--- src/rtl/xy_route_unit.sv ---
// rtl/xy_route_unit.sv - dimension-ordered route stage with wormhole route lock and one-deep output register
// Optional drop-and-count of protocol-violating flits: define ROUTE_CHK_EN.
module xy_route_unit #(
   parameter int COL_CORD     = 0,
   parameter int ROW_CORD     = 0,
   parameter int COL_ADDR_W   = 4,
   parameter int ROW_ADDR_W   = 4,
   parameter int OUT_N_W      = 3,
   parameter int FLIT_DATA_W  = 8,
   parameter int FLIT_ID_W    = 2,
   parameter int ROUTING_MODE = 0
) (
   input  logic                             clk_i,
   input  logic                             rst_ni,
   input  logic [FLIT_ID_W+FLIT_DATA_W-1:0] flit_i,
   input  logic                             valid_i,
   output logic                             ready_o,
   output logic [FLIT_ID_W+FLIT_DATA_W-1:0] flit_o,
   output logic [OUT_N_W-1:0]               out_chan_sel_o,
   output logic                             valid_o,
   input  logic                             ready_i,
   output logic                             locked_o
`ifdef ROUTE_CHK_EN
   ,
   output logic                             err_o,
   output logic [7:0]                       err_cnt_o
`endif
);

   localparam int FW = FLIT_ID_W + FLIT_DATA_W;

   localparam logic [OUT_N_W-1:0] P_RES   = OUT_N_W'(0);
   localparam logic [OUT_N_W-1:0] P_LEFT  = OUT_N_W'(1);
   localparam logic [OUT_N_W-1:0] P_UP    = OUT_N_W'(2);
   localparam logic [OUT_N_W-1:0] P_RIGHT = OUT_N_W'(3);
   localparam logic [OUT_N_W-1:0] P_DOWN  = OUT_N_W'(4);

   localparam logic [COL_ADDR_W-1:0] MY_COL = COL_ADDR_W'(COL_CORD);
   localparam logic [ROW_ADDR_W-1:0] MY_ROW = ROW_ADDR_W'(ROW_CORD);

   localparam logic [1:0] ID_BODY = 2'b00;
   localparam logic [1:0] ID_TAIL = 2'b01;
   localparam logic [1:0] ID_HEAD = 2'b10;
   localparam logic [1:0] ID_HT   = 2'b11;

   typedef enum logic {IDLE, LOCKED} state_t;

   state_t               state_q, state_d;
   logic [OUT_N_W-1:0]   hold_q, hold_d;
   logic [OUT_N_W-1:0]   calc_route, route;
   logic [COL_ADDR_W-1:0] col;
   logic [ROW_ADDR_W-1:0] row;
   logic [1:0]           id;
   logic                 xfer_in, xfer_out, load, drop;

   assign id       = flit_i[FW-1 -: 2];
   assign col      = flit_i[COL_ADDR_W-1:0];
   assign row      = flit_i[COL_ADDR_W +: ROW_ADDR_W];
   assign ready_o  = !valid_o || ready_i;
   assign xfer_in  = valid_i && ready_o;
   assign xfer_out = valid_o && ready_i;
   assign locked_o = (state_q == LOCKED);

   always_comb begin
      calc_route = P_RES;
      if (ROUTING_MODE == 0) begin
         if (col != MY_COL)      calc_route = (col > MY_COL) ? P_RIGHT : P_LEFT;
         else if (row != MY_ROW) calc_route = (row < MY_ROW) ? P_UP : P_DOWN;
      end else begin
         if (row != MY_ROW)      calc_route = (row < MY_ROW) ? P_UP : P_DOWN;
         else if (col != MY_COL) calc_route = (col > MY_COL) ? P_RIGHT : P_LEFT;
      end
   end

   always_comb begin
      state_d = state_q;
      hold_d  = hold_q;
      route   = hold_q;
      load    = 1'b0;
      drop    = 1'b0;
      if (xfer_in) begin
         if (id[1]) route = calc_route;
`ifdef ROUTE_CHK_EN
         // head-type flits are illegal mid-packet, body/tail illegal between packets
         if ((state_q == LOCKED) == id[1]) drop = 1'b1;
`endif
         if (!drop) begin
            load = 1'b1;
            case (id)
               ID_HEAD: begin hold_d = calc_route; state_d = LOCKED; end
               ID_HT:   begin hold_d = calc_route; state_d = IDLE;   end
               ID_TAIL: state_d = IDLE;
               ID_BODY: ;
               default: ;
            endcase
         end
      end
   end

   always_ff @(posedge clk_i or negedge rst_ni) begin
      if (!rst_ni) begin
         state_q        <= IDLE;
         hold_q         <= P_RES;
         valid_o        <= 1'b0;
         flit_o         <= '0;
         out_chan_sel_o <= P_RES;
      end else begin
         state_q <= state_d;
         hold_q  <= hold_d;
         if (load) begin
            valid_o        <= 1'b1;
            flit_o         <= flit_i;
            out_chan_sel_o <= route;
         end else if (xfer_out) begin
            valid_o <= 1'b0;
         end
      end
   end

`ifdef ROUTE_CHK_EN
   always_ff @(posedge clk_i or negedge rst_ni) begin
      if (!rst_ni) begin
         err_o     <= 1'b0;
         err_cnt_o <= 8'd0;
      end else begin
         err_o <= drop;
         if (drop && (err_cnt_o != 8'hFF)) err_cnt_o <= err_cnt_o + 8'd1;
      end
   end
`endif

endmodule

--- config.mk ---
export PLATFORM = sky130hd
export DESIGN_NAME = xy_route_unit
export DESIGN_NICKNAME = d
export VERILOG_FILES = /design/src/rtl/xy_route_unit.sv
export SDC_FILE = /design/constraint.sdc
export NUM_CORES = 1
export LEC_CHECK = 0
export CORE_MARGIN = 4
export CORE_UTILIZATION = 35
export DETAILED_ROUTE_END_ITERATION = 10
export PLACE_DENSITY = 0.8
export SYNTH_ARGS = -nofsm -noshare
export SYNTH_HDL_FRONTEND = slang
export SYNTH_SLANG_ARGS = --single-unit
--- constraint.sdc ---
create_clock -name clk_i -period 1.55 [get_ports clk_i]
set_input_delay 0.31 -clock clk_i [delete_from_list [all_inputs] [get_ports clk_i]]
set_output_delay 0.31 -clock clk_i [all_outputs]
set_load 0.02 [all_outputs]
==> flow_summary.yaml <==
route:
  via_count: 521
  ant_nets: 0
  wl_um: 1382
  routedWlPerCell_um: 12.68
  drc: 0
  first_pass_iters: 4
  drt_iter0_markers: 7
  viasPerCell: 4.780
synth:
  syn_inst: 49
  ys_warn_count: 0
  syn_avg_cell_area_um2: 13.58
  synthesis.area_um2: 665.6
  yosys.area.top_type_share_pct: 60.15
  yosys-top-cells-area: "dfrtp_1 (60%), mux2_2 (15%), a31oi_1 (2.8%)"
  ys_types: 19
  ys_ff_latch: 16
  synthesis.nets: 63
  synth_top_area_cell: "dfrtp_1"
  ys_seq_area_share_pct: 60.15
timing:
  rsz0062_at_grt: "false"
  min_period_over_period_pct: 96.16
  post-route-min-period_ps: 1490
  setup_viol_count_final: 0
  finClkSkew_ps: 8.899
  hold_viol: 0
  fmax_ghz: 0.6710
  slew_violations: 0
  max_slew_margin_pct: 83.45
  worst_pin_slew_ps: 246.1
  setup_slack_ps: 59.58
critical_path:
  r2r_cells: 5
  crit_path_end_kind: "output pin"
  crit_cells: 3
  cp-start-kind: "input port"
  critPathSlowestCell: "clkdlybuf4s50_1"
  critPathRequiredTime_ps: 1240
  crit_type: "input port to output pin"
  critical_path.max_stage_delay_ps: 450
  cp_cell_sequence: "clkdlybuf4s50_1 > nand2b_1 > clkdlybuf4s15_1"
  cp_num_buf_inv: 2
  crit_family: "buffers and inverters"
  worstPathArrival_ps: 1180
  crit_path_start: "ready_i"
  critPathMaxFanout: 2
  timing.rr.start: "valid_o$_DFFE_PN0P_"
layout:
  antennaDiodeCount: 0
  final_area_um2: 1013
  mostFrequentLayoutCell: "dfrtp_1"
  nNetsFinal: 100
  area_growth_pct: 52.26
  drive_gt1_share_pct: 25.00
  fill_cells: 176
  final_cell_mix: "dfrtp_1 (16), dlygate4sd2_1 (14), clkdlybuf4s50_1 (13)"
  final_cells: 109
  multi_input_area_um2: 235.2
  regArea_um2: 400.4
placement:
  place_congestion: 0.7092
  dpl_worst_slack_ps: -255.1
  port_buffers: 29
  dp.cells: 106
  place_area_um2: 1006
  place_hpwl_um: 1123
min_path:
  hold_path.class: "input port to async pin"
grt:
  grt_max_degree: 17
  grt_antenna_before_repair: 0
  grt_usage_pct: 12.20
  grt_pass1_vias: 566
  grt_overflow: 0
  grt_pass1_wl_um: 2477
floorplan:
  io_pins: 30
  core_area_um2: 1764
  chipHeight_um: 51.61
  rows: 15
  start_util_pct: 37.73
  die_area_um2: 2664
  die_w_um: 51.61
clock_tree:
  postCtsSetupBuffers: 0
  root_buffer: "clkbuf_4"
  cts_tree: "built"
  cts_resized: 15
  clkLatencyLatePin_ps: 280
  cts-hold-fix-buffers: 0
  cts_buffers: 3
  ctsHtreeMaxLevel: 1
  cts_buffer_depth: 2
  clk_pin_slew_ps: 90
  cts_sinks: 16
power_and_ir_drop:
  p_leak_uw: 0.0004493
  irDropWorstVdd_mv: 0.5834
  p_per_area_nw_per_um2: 966.9
run_status:
  outcome: "completed"
flow_run:
  maxCapViolCount: 0
worst paths after layout:
kind                                    endpoint  slack, ps
max                                      ready_o         60
min                        flit_o[1]$_DFFE_PN0P_        330
max reg2reg                flit_o[6]$_DFFE_PN0P_        290
min reg2reg                flit_o[8]$_DFFE_PN0P_        490
max in group asynchronous   locked_o$_DFFE_PN0P_       1030
min in group clk_i         flit_o[8]$_DFFE_PN0P_        490
layer usage:
metal | vias up | share of wire [%] | wire length [um] | global-route usage [%]
met1 | 250 | 41 | 568 | 13.71
met2 | 22 | 48 | 666 | 20.97
met5 | - | 0 | 0 | 0
li1 | 249 | - | - | -
met3 | 0 | 11 | 147 | 4.011
met4 | 0 | 0 | 0 | 5.240
logic make-up after synthesis:
group           share of synthesized area (%)
flops                                   60.15
buf+inv                                 4.510
mux                                     16.73
compound gates                          8.835
simple gates                            9.774
flip-flops by register name, summed over array words and instances (netlist names):
name	flops
flit_o	10
valid_o	1
out_chan_sel_o	2
locked_o	1
hold_q	2
per-stage QoR:
step | util (%) | total power, uW | setup TNS [ps] | hold WS, ps
5_1_grt | 57.45 | 1034 | 0 | 343.5
2_1_floorplan | - | 647.1 | 0 | 14.41
4_1_cts | 57.23 | 994.1 | 0 | 335.2
6_report | 57.45 | 979.9 | 0 | 334.6
3_5_place_dp | 57.02 | 823.7 | -1929 | 481.4
3_3_place_gp | 57.02 | 815.7 | -1590 | 464.3
synthesized netlist by cell type (all sizes together):
cell type  count
a21bo          1
a21o           1
a21oi          3
a31oi          3
and3           1
buf            3
dfrtp         16
inv            1
mux2           9
mux2i          1
nand2          2
nand2b         2
nand3          1
nor2           1
nor2b          1
nor4           1
o21a           1
or4            1
power breakdown:
group / switching (uW) / leakage, uW / internal, uW / total (uW)
Combinational: 139 / 0.000251 / 137 / 276
Sequential: 24.6 / 0.000185 / 470 / 494
Clock: 119 / 0.0000138 / 90.0 / 209
area by class of cell:
cell class                 count  area share, %
multi-input combinational     29          23.21
sequential                    16          39.51
inverter                       1         0.3704
timing repair buffer          35          31.60
clock buffer                   3          2.222
tap                           25          3.086
(Power assumes the default switching activity.)
